`config.mk`:
```
export PLATFORM = sky130hd
export DESIGN_NAME = rv_fetch_buffer
export DESIGN_NICKNAME = d
export VERILOG_FILES = /design/src/rtl/rv_pkg.sv /design/src/rtl/rv_fetch_buffer.sv
export SDC_FILE = /design/constraint.sdc
export NUM_CORES = 1
export LEC_CHECK = 0
export CAP_MARGIN = 20
export CORE_MARGIN = 2
export CORE_UTILIZATION = 59
export CTS_BUF_LIST = sky130_fd_sc_hd__clkbuf_16
export DETAILED_ROUTE_END_ITERATION = 8
export PLACE_DENSITY = 0.8
export SYNTH_ARGS = -nofsm -noshare
export SYNTH_HDL_FRONTEND = slang
export SYNTH_SLANG_ARGS = --single-unit
```
`constraint.sdc`:
```
create_clock -name i_clk -period 3.85 [get_ports i_clk]
set_clock_uncertainty 0.1 [all_clocks]
set_input_delay 0.77 -clock i_clk [delete_from_list [all_inputs] [get_ports i_clk]]
set_output_delay 0.77 -clock i_clk [all_outputs]
set_load 0.005 [all_outputs]
```
`src/rtl/rv_pkg.sv`:
```
// Shared RV32 fetch-path definitions: instruction-length marker and halfword entry layout.
package rv_pkg;

   localparam logic [1:0] RV32_OPC_DET   = 2'b11;
   localparam int         INSTR_HW_WIDTH = 16;

   typedef struct packed {
      logic [INSTR_HW_WIDTH-1:0] data;
      logic [31:0]               pc;
      logic                      bp;
   } fetch_entry_t;

endpackage

```
`src/rtl/rv_fetch_buffer.sv`:
```
// Instruction prefetch buffer: halfword FIFO between the fetcher and decode,
// presenting one complete RVC or 32-bit instruction at a time.
module rv_fetch_buffer
   import rv_pkg::*;
#(
   parameter int INSTR_BUF_ADDR_SIZE = 2
) (
   input  logic        i_clk,
   input  logic        i_reset_n,
   input  logic        i_flush,
   input  logic        i_stall,
   input  logic        i_pc_select,
   input  logic        i_ack,
   input  logic [31:0] i_data,
   input  logic [31:0] i_fetch_pc,
   input  logic        i_branch_pred,
   output logic        o_free_dword_or_more,
   output logic [31:0] o_pc_incr,
   output logic [31:0] o_pc,
   output logic        o_branch_pred,
   output logic [31:0] o_instruction,
   output logic        o_ready
);

   localparam int          PTR_W = INSTR_BUF_ADDR_SIZE + 1;
   localparam int unsigned DEPTH = 2 ** PTR_W;

   fetch_entry_t     buf_q [DEPTH];
   logic [PTR_W-1:0] rd_ptr;
   logic [PTR_W-1:0] wr_ptr;
   logic [PTR_W:0]   count;
   logic [31:0]      fetch_pc_q;
   logic             bp_q;

   fetch_entry_t     h0;
   fetch_entry_t     h1;
   logic             is32;
   logic             complete;
   logic             clear;
   logic [1:0]       push_cnt;
   logic [1:0]       pop_cnt;

   assign h0    = buf_q[rd_ptr];
   assign h1    = buf_q[rd_ptr + PTR_W'(1)];
   assign is32  = (h0.data[1:0] == RV32_OPC_DET);
   assign clear = i_flush | i_pc_select;

   always_comb begin
      complete = is32 ? (count >= (PTR_W+1)'(2)) : (count != '0);
      o_ready  = complete & ~clear;

      o_instruction = is32 ? {h1.data, h0.data} : {16'h0, h0.data};
      o_pc          = h0.pc;
      o_branch_pred = h0.bp;

      // Data arriving now belongs to the address registered last cycle.
      push_cnt = '0;
      if (i_ack && !clear) begin
         push_cnt = fetch_pc_q[1] ? 2'd1 : 2'd2;
      end

      pop_cnt = '0;
      if (o_ready && !i_stall) begin
         pop_cnt = is32 ? 2'd2 : 2'd1;
      end

      o_pc_incr            = i_fetch_pc[1] ? 32'd2 : 32'd4;
      o_free_dword_or_more = (count <= (PTR_W+1)'(DEPTH - 4));
   end

   always_ff @(posedge i_clk or negedge i_reset_n) begin
      if (!i_reset_n) begin
         rd_ptr     <= '0;
         wr_ptr     <= '0;
         count      <= '0;
         fetch_pc_q <= '0;
         bp_q       <= 1'b0;
         for (int unsigned i = 0; i < DEPTH; i++) begin
            buf_q[i] <= '0;
         end
      end else begin
         fetch_pc_q <= i_fetch_pc;
         bp_q       <= i_branch_pred;
         if (clear) begin
            count  <= '0;
            rd_ptr <= wr_ptr;
         end else begin
            if (push_cnt == 2'd2) begin
               buf_q[wr_ptr]              <= '{data: i_data[15:0],  pc: fetch_pc_q,         bp: bp_q};
               buf_q[wr_ptr + PTR_W'(1)]  <= '{data: i_data[31:16], pc: fetch_pc_q + 32'd2, bp: bp_q};
            end else if (push_cnt == 2'd1) begin
               buf_q[wr_ptr]              <= '{data: i_data[31:16], pc: fetch_pc_q,         bp: bp_q};
            end
            wr_ptr <= wr_ptr + PTR_W'(push_cnt);
            rd_ptr <= rd_ptr + PTR_W'(pop_cnt);
            count  <= count + (PTR_W+1)'(push_cnt) - (PTR_W+1)'(pop_cnt);
         end
      end
   end

endmodule

```
==> results.sh, run 1 <==
export IMPL_leakage_nw=11.7
export IMPL_synth_ff_latch_count=435
export IMPL_synth_common_cells="nand2_1, dfrtp_1, nor2_1"
export IMPL_rows=71
export IMPL_drc_errors=0
export IMPL_synth_edf_count=0
export IMPL_cts_tree="built"
export IMPL_synth_cell_types=60
export IMPL_clock_latency_ns=0.60
export IMPL_rrSetupSlack_ns=0.50
export IMPL_grt_max_degree=115
export IMPL_wl_per_cell_um=25.5
export IMPL_post_route_period_util=0.992
export IMPL_fin_cells=2821
export IMPL_whs_ns=0.0705
export IMPL_fp_dieW_um=200
export IMPL_drive_above_1_share=0.171
export IMPL_cts_sinks=435
export IMPL_min_period_ns=3.82
export IMPL_grt_use_total=0.359
export IMPL_final_nets=2360
export IMPL_syn_avg_cell_area_um2=10.4
export IMPL_dr_pass1_iters=6
export IMPL_setup_violations=0
export IMPL_power_density_nw_per_um2=708
export IMPL_fill_cells=2776
export IMPL_ctsRootBufferMaster="clkbuf_16"
export IMPL_synthAdderAreaFrac=0.00901
export IMPL_relSlewSlack=0.269
export IMPL_synthArstFlopShare=1.00
export IMPL_via_per_inst=6.78
export IMPL_cap_violations=0
export IMPL_antenna_left=0
export IMPL_vias=19100
export IMPL_setup_tns_ns=0
export IMPL_pre_cts_slack_ns=0.337
export IMPL_ys_flop_type="dfrtp_1"
export IMPL_start_util=0.602
export IMPL_io_pins=170
export IMPL_synth_most_common_cell="nand2_1"
export IMPL_synth_compound_area_frac=0.132
export IMPL_yosys_warnings=0
export IMPL_cts_max_level=2
export IMPL_vdd_ir_drop_max_v=0.000412
export IMPL_status="finished clean"
export IMPL_wl_um=72100
export IMPL_worstSetupEndpointType="output port"
export IMPL_crit_type="reg2out"
export IMPL_critPathMaxFanout=11
export IMPL_hp_class="in2async"
export IMPL_crit_chain="ha_2, xnor2_1, buf_4, nand2_1, a21oi_1, clkdlybuf4s50_1"
export IMPL_synth_top_family_by_area="multiplexers"
export IMPL_gp_congestion=0.917
export IMPL_fin_util=0.693
export IMPL_yosys_top_cells_area="dfrtp_1, mux4_2, nand2_1"
export IMPL_drt_initial_drc_count=2346
export IMPL_syn_inst=2196
export IMPL_synth_cell_area_um2=22800
export IMPL_overflow=0
export IMPL_finalWorstSetupSlack_ns=0.0325
export IMPL_slowest_stage="xnor2_1"
export IMPL_synth_top_area_frac=0.478
export IMPL_rsz0062_at_grt="true"
export IMPL_syn2layout_area_growth_pct=15.2
export IMPL_hpwl_um=44700
export IMPL_grt_antenna_before_repair=1
export IMPL_hold_viol_final=0
export IMPL_critPathMaxStageDelay_ns=0.58
export IMPL_cp_required_ns=2.98
export IMPL_seq_area_frac_synth=0.478
export IMPL_cts_made_buffers=45
export IMPL_muxShareOfSynthArea=0.174
export IMPL_fmax_mhz=262
export IMPL_crit_arrival_ns=2.95
export IMPL_grt_pass1_wl_um=112000
export IMPL_synth_xor_area_share=0.00846
export IMPL_tightest_slew_ns=1.09
export IMPL_finalMaxSlewViolations=0
export IMPL_dieArea_um2=40200
export IMPL_grt_pass1_vias=19500
export IMPL_cts_buffer_depth=3
export IMPL_synth_area_leader_cell="dfrtp_1"
export IMPL_hold_buffers=0
export IMPL_dp_cells=2737
export IMPL_dieHeight_um=200
export IMPL_clk_pin_slew_worst_paths_ns=0.06
export IMPL_synth_simple_area_share=0.148
export IMPL_start_kind="flop"
export IMPL_core_um2=37800
export IMPL_portBuffers=139
-- metrics by stage --
stage	power (mW)	instance area [um2]
2_1_floorplan	11.6	22900
3_3_place_gp	14.0	24800
3_5_place_dp	14.4	24800
4_1_cts	18.5	26200
5_1_grt	19.5	26200
6_report	18.6	26200
-- cell type report --
type                    count  area (um2)  share of cell area
multi-input cells        1526       10900               0.417
well taps                 511         639              0.0244
inverters                  20        75.1             0.00286
clock inverters            36         233             0.00887
diodes                      1        2.50           0.0000954
repair buffers            247        2340              0.0892
clock buffers              45        1130              0.0429
flip-flops and latches    435       10900               0.415
-- per-layer routing --
metal,vias up,share of wire,track usage
li1,7990,-,-
met1,9406,0.36,0.475
met2,1390,0.46,0.558
met3,344,0.12,0.0805
met4,0,0.060,0.198
met5,-,0,0
-- critical path: cells and delay by family, from the launching register on --
kind / cells / cell delay (ns)
xor+xnor: 1 / 0.58
fa+ha+maj: 1 / 0.22
buf+inv: 2 / 0.83
simple gates: 1 / 0.07
flops: 1 / 0.52
compound gates: 1 / 0.15
-- placed cells by master, fill, tap and decap left out, types with 26 or more instances in the layout --
master           synthesis  final
a211oi_1                28     28
a21oi_1                 75     72
a221o_1                113    113
buf_4                   31     96
clkbuf_16                0     45
clkdlybuf4s50_1          0    138
conb_1                   1     30
dfrtp_1                435    432
mux2_2                  62     62
mux2i_1                 33     33
mux4_2                 130    130
nand2_1                482    482
nor2_1                 205    200
nor3_1                  31     26
o21ai_0                100    100
o22ai_1                 79     79
-- flip-flops by register name, summed over array words and instances, names as in the netlist --
register	count
count	4
fetch_pc_q	32
rd_ptr	3
bp_q	1
wr_ptr	3
buf_q	392
-- power by group --
part | internal [mW] | switching (mW) | total [mW]
Combinational | 3.93 | 3.02 | 6.95
Clock | 2.26 | 1.88 | 4.14
Sequential | 6.30 | 1.20 | 7.51
-- worst paths after layout --
path                                  startpoint  cells past startpoint                     end
max                          rd_ptr[0]$_DFF_PN0_                      6       o_instruction[31]
min                                    i_reset_n                      1  buf_q[283]$_DFFE_PN0P_
max reg2reg                wr_ptr[0]$_DFFE_PN0N_                      7  buf_q[354]$_DFFE_PN0P_
min reg2reg                 buf_q[0]$_DFFE_PN0P_                      2    buf_q[0]$_DFFE_PN0P_
max in group asynchronous              i_reset_n                      2  buf_q[360]$_DFFE_PN0P_
min in group i_clk          buf_q[0]$_DFFE_PN0P_                      2    buf_q[0]$_DFFE_PN0P_
-- cells by family (layout without fill, tap and decap cells) --
group,after synthesis,after routing
AO/OA/AOI/OAI,429,429
XOR/XNOR,22,22
adder cells (fa/ha/maj),14,14
buffers and inverters,264,348
flip-flops,435,435
multiplexers,225,225
other,1,31
AND/OR/NAND/NOR,806,806
-- repair_timing --
item                                    CTS  global route
endpoints found under the hold margin     0             0
endpoints found under the setup margin   55            21
pin swaps                                 0             0
setup buffers                             2             0
resized for setup                         6             6
(Power assumes the default switching activity.)
==> run 2: changes to the inputs <==
==> constraint.sdc (replaced) <==
create_clock -name i_clk -period 3.85 [get_ports i_clk]
set_clock_uncertainty 0.1 [all_clocks]
set_input_delay 0.385 -clock i_clk [delete_from_list [all_inputs] [get_ports i_clk]]
set_output_delay 0.385 -clock i_clk [all_outputs]
set_load 0.005 [all_outputs]
==> run 2 against run 1 <==
Final area about the same. Sequential power up 0.8%. First-iteration DRC count down 5.3%. Die area unchanged. Non-clock buffer count down 6. Clock power up 5%. Combinational power down 2%. Global-route usage up 0.74 points. Critical path type unchanged. Largest power group unchanged.
==> results.sh, run 2 (synthesis results as in run 1) <==
export IMPL_grt_max_degree=99
export IMPL_regMostFlops="buf_q"
export IMPL_grt_use_total=0.367
export IMPL_cts_sinks=435
export IMPL_drive_above_1_share=0.166
export IMPL_final_nets=2355
export IMPL_core_um2=37800
export IMPL_fin_util=0.693
export IMPL_finalWorstSetupSlack_ns=0.122
export IMPL_dieArea_um2=40200
export IMPL_layout_common_cells="nand2_1, dfrtp_1, nor2_1"
export IMPL_pre_cts_slack_ns=0.530
export IMPL_drt_initial_drc_count=2221
export IMPL_grt_pass1_vias=20100
export IMPL_hp_class="in2reg"
export IMPL_rsz0062_at_grt="false"
export IMPL_clockPowerShare=0.231
export IMPL_final_common_cell="nand2_1"
export IMPL_place_area_um2=24800
export IMPL_crit_arrival_ns=3.24
export IMPL_ctsRootBufferMaster="clkbuf_16"
export IMPL_hold_viol_final=0
export IMPL_post_route_period_util=0.968
export IMPL_via_per_inst=6.90
export IMPL_wl_um=72900
export IMPL_worstSetupEndpointType="output port"
export IMPL_wl_per_cell_um=25.9
export IMPL_p_comb_frac=0.365
export IMPL_fp_dieW_um=200
export IMPL_clk_pin_slew_worst_paths_ns=0.06
export IMPL_largest_reg_flops=392
export IMPL_start_util=0.602
export IMPL_clock_latency_ns=0.60
export IMPL_dieHeight_um=200
export IMPL_reg_largest_list="buf_q: 392 flops, fetch_pc_q: 32 flops, count: 4 flops"
export IMPL_ctsResizeCount=0
export IMPL_netSwitchingFraction=0.327
export IMPL_cp_required_ns=3.37
export IMPL_relSlewSlack=0.192
export IMPL_tightest_slew_ns=1.21
export IMPL_p_int_mw=12.6
export IMPL_vias=19500
export IMPL_crit_type="reg2out"
export IMPL_drc_errors=0
export IMPL_grt_pass1_wl_um=114000
export IMPL_cts_buffer_depth=3
export IMPL_power_density_nw_per_um2=715
export IMPL_gp_congestion=0.897
export IMPL_io_pins=170
export IMPL_fmax_mhz=268
export IMPL_cts_tree="built"
export IMPL_dr_pass1_iters=6
export IMPL_whs_ns=0.115
export IMPL_critPathMaxFanout=20
export IMPL_syn2layout_area_growth_pct=15.1
export IMPL_finalMaxSlewViolations=0
export IMPL_grt_antenna_before_repair=0
export IMPL_antenna_left=0
export IMPL_start_kind="flop"
export IMPL_status="finished clean"
export IMPL_hpwl_um=44300
export IMPL_vdd_ir_drop_max_v=0.000439
export IMPL_rows=71
export IMPL_setup_tns_ns=0
export IMPL_setup_violations=0
export IMPL_cts_max_level=2
export IMPL_cts_made_buffers=46
export IMPL_cap_violations=0
export IMPL_overflow=0
export IMPL_min_period_ns=3.73
export IMPL_seq_power_share=0.404
export IMPL_portBuffers=139
export IMPL_netSwitchingPower_mw=6.14
export IMPL_leakage_nw=11.7
export IMPL_finalInstanceArea_um2=26200
==> run 2: changes by cell type in the layout (fill, tap and decap cells not counted), sizes merged <==
cell,before,now
clkinv,28,23
clkbuf,46,47
bufinv,2,3
dlygate4sd3,0,1
buf,108,102
inv,25,31
==> run 2: cell type report <==
class / count / area, um2
fill: 2789 / 11600
multi-input combinational: 1526 / 10900
sequential: 435 / 10900
timing repair buffer: 241 / 2260
clock buffer: 47 / 1180
tap: 511 / 639
clock inverter: 38 / 262
inverter: 20 / 75.1
antenna: 1 / 2.50
==> run 2: metal layers <==
layer  up-vias  track usage  routed length [um]
li1       7989            -                   -
met1      9537        0.470               25200
met2      1540        0.557               33200
met3       395        0.103                9500
met4         0        0.230                5000
met5         -            0                   0
==> run 2: stage by stage <==
| step | instances | total power [mW] |
|---|---|---|
| after floorplan | 2225 | 11.6 |
| after global placement | 2731 | 14.0 |
| after detailed placement | 2731 | 14.3 |
| after CTS | 2817 | 18.7 |
| after global routing | 2818 | 19.7 |
| final | 2819 | 18.7 |
==> run 2: repair_timing <==
action                    in CTS  in global routing
hold buffers                   1                  0
buffers inserted               0                  0
hold endpoints to repair      91                  0
==> run 2: power groups by stage <==
stage	clock network, mW	logic [mW]	registers [mW]
finish	4.33	6.84	7.57
global route	4.54	7.38	7.76
CTS	4.35	6.83	7.53
detailed placement	0	6.77	7.58
global placement	0	6.57	7.44
floorplan	0	4.61	7.03
==> run 2: worst paths after layout <==
kind,start,to,slack [ns],cells after the start
min reg2reg,buf_q[211]$_DFFE_PN0P_,buf_q[211]$_DFFE_PN0P_,0.36,2
max reg2reg,wr_ptr[0]$_DFFE_PN0N_,buf_q[223]$_DFFE_PN0P_,0.61,8
max in group asynchronous,i_reset_n,buf_q[359]$_DFFE_PN0P_,2.27,3
min,i_fetch_pc[17],fetch_pc_q[17]$_DFF_PN0_,0.11,1
min in group asynchronous,i_reset_n,buf_q[85]$_DFFE_PN0P_,0.31,2
max,rd_ptr[1]$_DFF_PN0_,o_instruction[31],0.12,6
==> run 2: critical path, cell delays in order (launching register included) <==
cell,delay (ns)
dfrtp_4,0.61
ha_1,0.52
buf_4,0.39
mux4_2,0.26
nand2_1,0.06
a21oi_1,0.25
clkdlybuf4s50_1,0.56
